==> src/rtl/pipe_hazard_ctrl.sv <==
// pipe_hazard_ctrl
// ----------------
// Central pipeline controller for a five-stage pipeline. Produces the PC load
// enable, the PC redirect request and the per-stage load enables / synchronous
// active-low clears for the IF/ID, ID/EX, EX/MEM and MEM/WB registers.
// Resolves exception/ERET redirect (including discard of an in-flight fetch),
// data memory busy, a fixed-latency divider occupying EX, load-use hazards and
// instruction fetch busy, in that priority order.
//
// Parameters:
//   DIV_CYCLES   cycles EX is occupied by DIV/DIVU, counted from div_start (2..63)
//   EXC_VECTOR   PC loaded on a non-ERET exception
//
// Ports:
//   clk, rset                 clock, asynchronous active-low reset
//   ld_use_hazard             ID instruction depends on a load in EX
//   div_start                 one-cycle pulse, DIV/DIVU entered EX
//   if_busy                   fetch outstanding, IF output not valid
//   mem_busy                  data access outstanding in MEM
//   exc_req, exc_is_eret      MEM-stage exception / ERET request
//   exc_pc                    ERET target
//   pc_en, pc_redirect        PC load enable and redirect select
//   redirect_pc               redirect target
//   *_en, *_clr_n             stage register load enables and clears
//   stall_cycles              stall performance counter
//
// Configuration macro: PIPE_PERF_CNT_EN
//   defined   -> stall_cycles counts clocks with pc_en=0 (wrapping)
//   undefined -> stall_cycles is constant 0, no counter flops
module pipe_hazard_ctrl #(
    parameter int          DIV_CYCLES = 33,
    parameter logic [31:0] EXC_VECTOR = 32'hBFC00380
) (
    input  logic        clk,
    input  logic        rset,
    input  logic        ld_use_hazard,
    input  logic        div_start,
    input  logic        if_busy,
    input  logic        mem_busy,
    input  logic        exc_req,
    input  logic [31:0] exc_pc,
    input  logic        exc_is_eret,
    output logic        pc_en,
    output logic        pc_redirect,
    output logic [31:0] redirect_pc,
    output logic        if_id_en,
    output logic        id_ex_en,
    output logic        ex_mem_en,
    output logic        mem_wb_en,
    output logic        if_id_clr_n,
    output logic        id_ex_clr_n,
    output logic        ex_mem_clr_n,
    output logic        mem_wb_clr_n,
    output logic [31:0] stall_cycles
);

    typedef enum logic [1:0] {
        RUN,
        DIV_WAIT,
        DRAIN
    } state_t;

    localparam logic [5:0] DIV_LOAD = 6'(DIV_CYCLES - 1);

    state_t     state;
    logic [5:0] div_cnt;
    logic       ex_occupied;

    // The start cycle itself already occupies EX, before the state register
    // has moved to DIV_WAIT.
    assign ex_occupied = (state == DIV_WAIT) || ((state == RUN) && div_start);

    // Priority ladder; each stalled stage holds and feeds a bubble downstream.
    always_comb begin
        pc_en        = 1'b1;
        pc_redirect  = 1'b0;
        redirect_pc  = 32'h0;
        if_id_en     = 1'b1;
        id_ex_en     = 1'b1;
        ex_mem_en    = 1'b1;
        mem_wb_en    = 1'b1;
        if_id_clr_n  = 1'b1;
        id_ex_clr_n  = 1'b1;
        ex_mem_clr_n = 1'b1;
        mem_wb_clr_n = 1'b1;
        if (!rset) begin
            pc_en        = 1'b0;
            if_id_en     = 1'b0;
            id_ex_en     = 1'b0;
            ex_mem_en    = 1'b0;
            mem_wb_en    = 1'b0;
            if_id_clr_n  = 1'b0;
            id_ex_clr_n  = 1'b0;
            ex_mem_clr_n = 1'b0;
            mem_wb_clr_n = 1'b0;
        end else if (exc_req) begin
            pc_redirect  = 1'b1;
            redirect_pc  = exc_is_eret ? exc_pc : EXC_VECTOR;
            if_id_clr_n  = 1'b0;
            id_ex_clr_n  = 1'b0;
            ex_mem_clr_n = 1'b0;
            mem_wb_clr_n = 1'b0;
        end else if (mem_busy) begin
            pc_en        = 1'b0;
            if_id_en     = 1'b0;
            id_ex_en     = 1'b0;
            ex_mem_en    = 1'b0;
            mem_wb_clr_n = 1'b0;
        end else if (ex_occupied) begin
            pc_en        = 1'b0;
            if_id_en     = 1'b0;
            id_ex_en     = 1'b0;
            ex_mem_clr_n = 1'b0;
        end else if (ld_use_hazard) begin
            pc_en        = 1'b0;
            if_id_en     = 1'b0;
            id_ex_clr_n  = 1'b0;
        end else if (if_busy || (state == DRAIN)) begin
            pc_en        = 1'b0;
            if_id_clr_n  = 1'b0;
        end
    end

    // Controller state. The divider counts independently of memory stalls, so
    // the decrement is not gated by mem_busy. DRAIN ends on the first cycle
    // the stale fetch completes; that cycle is still cleared by the ladder.
    always_ff @(posedge clk or negedge rset) begin
        if (!rset) begin
            state   <= RUN;
            div_cnt <= 6'd0;
        end else if (exc_req) begin
            div_cnt <= 6'd0;
            state   <= if_busy ? DRAIN : RUN;
        end else begin
            case (state)
                RUN: begin
                    if (div_start) begin
                        div_cnt <= DIV_LOAD;
                        state   <= DIV_WAIT;
                    end
                end
                DIV_WAIT: begin
                    div_cnt <= div_cnt - 6'd1;
                    if (div_cnt == 6'd1) begin
                        state <= RUN;
                    end
                end
                DRAIN: begin
                    if (!if_busy) begin
                        state <= RUN;
                    end
                end
                default: begin
                    state   <= RUN;
                    div_cnt <= 6'd0;
                end
            endcase
        end
    end

`ifdef PIPE_PERF_CNT_EN
    logic [31:0] stall_count;

    // Counts every clock on which the PC is held; wraps naturally.
    always_ff @(posedge clk or negedge rset) begin
        if (!rset) begin
            stall_count <= 32'h0;
        end else if (!pc_en) begin
            stall_count <= stall_count + 32'd1;
        end
    end

    assign stall_cycles = stall_count;
`else
    assign stall_cycles = 32'h0;
`endif

endmodule

==> config.mk <==
export PLATFORM = sky130hd
export DESIGN_NAME = pipe_hazard_ctrl
export DESIGN_NICKNAME = d
export VERILOG_FILES = /design/src/rtl/pipe_hazard_ctrl.sv
export SDC_FILE = /design/constraint.sdc
export NUM_CORES = 1
export LEC_CHECK = 0
export ABC_CLOCK_PERIOD_IN_PS = 2000
export BUFFER_PORTS_ARGS = -buffer_cell sky130_fd_sc_hd__buf_2
export CORE_AREA = 3 3 59 61
export CTS_BUF_LIST = sky130_fd_sc_hd__clkbuf_2 sky130_fd_sc_hd__clkbuf_4 sky130_fd_sc_hd__clkbuf_8
export DETAILED_ROUTE_END_ITERATION = 10
export DIE_AREA = 0 0 62 64
export MAX_ROUTING_LAYER = met4
export PLACE_DENSITY = 0.85
export SLEW_MARGIN = 20
export SYNTH_ARGS = -nofsm -noshare
export SYNTH_HDL_FRONTEND = slang
export SYNTH_SLANG_ARGS = --single-unit
==> constraint.sdc <==
create_clock -name clk -period 2 [get_ports clk]
set_clock_uncertainty 0.15 [all_clocks]
set_input_delay 0.4 -clock clk [delete_from_list [all_inputs] [get_ports clk]]
set_output_delay 0.4 -clock clk [all_outputs]
set_load 0.02 [all_outputs]
==> impl_metrics.env <==
export IMPL_reg2reg_depth=5
export IMPL_final_common_cell="buf_2"
export IMPL_initial_core_util_pct=35.37
export IMPL_synthArstFlopShare_pct=100.0
export IMPL_core_um2=3028
export IMPL_start_kind="flip-flop"
export IMPL_slew_headroom_pct=64.95
export IMPL_regToRegSetupSlack_ns=0.34
export IMPL_firstDrtPassIters=4
export IMPL_p_leak_nw=0.9370
export IMPL_r2r_end="div_cnt[4]"
export IMPL_postSynthCellCount=145
export IMPL_timing_rr_start="div_cnt[0]"
export IMPL_routed_wl_um=3031
export IMPL_clk_latency_ns=0.26
export IMPL_clock_sinks=8
export IMPL_drv_slew=0
export IMPL_synth_distinct_cells=35
export IMPL_fmax_mhz=510.8
export IMPL_finalCriticalPeriod_ns=1.958
export IMPL_crit_path_end_kind="primary output"
export IMPL_synth_flop_cell="dfrtp_1"
export IMPL_diodes=0
export IMPL_first_global_vias=939
export IMPL_most_common_layout_cells="buf_2, conb_1, and2_1"
export IMPL_nNetsFinal=274
export IMPL_crit_path_top_delay_cell="dfrtp_1"
export IMPL_status="finished clean"
export IMPL_cts_made_buffers=3
export IMPL_worstSetupPathType="reg -> out"
export IMPL_synth_edf_count=0
export IMPL_stdcell_count=274
export IMPL_placed_cells=267
export IMPL_nFillCells=294
export IMPL_path_common_cell="buf_4"
export IMPL_ir_drop_mv=0.4167
export IMPL_place_congestion=0.8468
export IMPL_cp_required_ns=1.45
export IMPL_syn_to_final_growth_pct=39.25
export IMPL_grt_use_total_pct=14.42
export IMPL_hold_path_depth=3
export IMPL_viasPerCell=4.252
export IMPL_die_h_um=64
export IMPL_power_density_nw_per_um2=419.6
export IMPL_vias=1165
export IMPL_ys_warn_count=0
export IMPL_rsz0062_at_grt="true"
export IMPL_timing_final_crit_share_pct=97.89
export IMPL_max_clock_path_buffers=2
export IMPL_hold_start="if_busy"
export IMPL_htree_num_levels=1
export IMPL_ant_nets=0
export IMPL_first_iter_violations=12
export IMPL_synth_seq_cells=8
export IMPL_die_area_um2=3968
export IMPL_finish_utilization_pct=49.26
export IMPL_cap_viol_max_count=0
export IMPL_min_path_type="in -> reg"
export IMPL_hold_viol_final=0
export IMPL_rows=20
export IMPL_path_clk_slew_ns=0.05
export IMPL_min_to="state[1]"
export IMPL_overflow=0
export IMPL_root_buffer="clkbuf_4"
export IMPL_ios=114
export IMPL_crit_fanout=6
export IMPL_wl_per_cell_um=11.06
export IMPL_antenna_found_initial=0
export IMPL_grt_max_degree=21
export IMPL_io_buffers=81
export IMPL_synth_area_um2=1071
export IMPL_cp_data_arrival_time_ns=1.41
export IMPL_post_route_drc_count=0
export IMPL_setup_viol=0
export IMPL_syn_avg_cell_area_um2=7.386
export IMPL_dp_hpwl_um=2438
export IMPL_drive_gt1_share_pct=41.74
export IMPL_synth_seq_area_share_pct=18.69
export IMPL_cp_cell_sequence="buf_4 > nand2b_1 > a41o_1 > buf_4"
export IMPL_cts_tree="yes"
export IMPL_max_stage_delay_ns=0.41
export IMPL_tightest_slew_ns=0.5125
export IMPL_die_w_um=62
export IMPL_grt_pass1_wl_um=4264
## critical path, delay by kind of cell (launching register included)
family          cells  cell delay [ns]
flops               1             0.41
buf+inv             2             0.32
compound gates      1             0.24
simple gates        1             0.17
## flip-flops by register name (all words and copies together), names as in the netlist
signal,count
div_cnt,6
state,2
## cells by family (layout without fill, tap and decap cells)
logic type                 count (synthesis)  in the layout  synth area share, %
buffers and inverters                     56            110                31.89
and+or+nand+nor                           46             46                25.47
AOI/OAI and AO/OA                         30             30                19.39
DFF                                        8              8                18.69
adders and majority gates                  2              2                2.336
muxes                                      2              2                1.869
other                                      1             32               0.3501
## layer usage
| metal | vias up | wire length, µm | share of wire, % | global-route usage (%) |
|---|---|---|---|---|
| met5 | - | 0 | 0 | - |
| met4 | 0 | 48 | 1.6 | 7.162 |
| met3 | 4 | 199 | 6.6 | 3.030 |
| met2 | 55 | 1645 | 54 | 23.58 |
| met1 | 525 | 1136 | 37 | 16.01 |
| li1 | 581 | - | - | - |
## per-stage QoR
stage	setup TNS [ns]	setup slack (ns)	power, mW	cell area, µm²	hold WS (ns)
final	0	0.04212	0.6258	1491	0.2539
after global routing	-0.01741	-0.01741	0.6650	1491	0.2844
after detailed placement	0	0.07939	0.4823	1416	0.2616
after global placement	0	0.1068	0.4763	1416	0.2487
after CTS	0	0.01289	0.6178	1466	0.2487
after floorplan	0	0.2544	0.4312	1187	-0.04559
## repair_timing
action,in CTS,in global routing
buffers inserted,1,2
endpoints found under the setup margin,2,5
gates resized for setup,2,2
gates cloned,0,0
pin swaps,1,1
endpoints found under the hold margin,8,0
hold buffers,1,0
## power by group
group          switching [mW]  internal, mW  leakage (nW)  total, mW
combinational           0.194         0.117         0.816      0.311
clock                  0.0571        0.0688        0.0138      0.126
sequential             0.0152         0.174         0.107      0.189
## worst max path at each step
stage	start	to	slack, ns	cells after the start
floorplan	state[0]	pc_en	0.25	3
global placement	div_start	pc_en	0.11	5
detailed placement	div_start	pc_en	0.08	5
CTS	state[0]	pc_en	0.01	4
global route	state[0]	pc_en	-0.02	4
finish	state[0]	pc_en	0.04	4
## area by class of cell
class                      instances  area, µm²  share of cell area, %
timing repair buffer              89      483.0                  32.38
clock buffer                       3      22.52                  1.510
sequential                         8      200.2                  13.42
multi-input combinational        112      663.1                  44.46
tap                               44      55.05                  3.691
inverter                          18      67.56                  4.530
## synthesized netlist by cell type (all sizes together), types with 3 or more instances
cell / n / area share (%)
clkbuf: 3 / 1.1
nand2: 5 / 1.8
buf: 35 / 25
dfrtp: 8 / 19
a21oi: 15 / 7.0
inv: 18 / 6.3
nor2: 7 / 2.5
and2: 21 / 12
(Power assumes the default switching activity.)
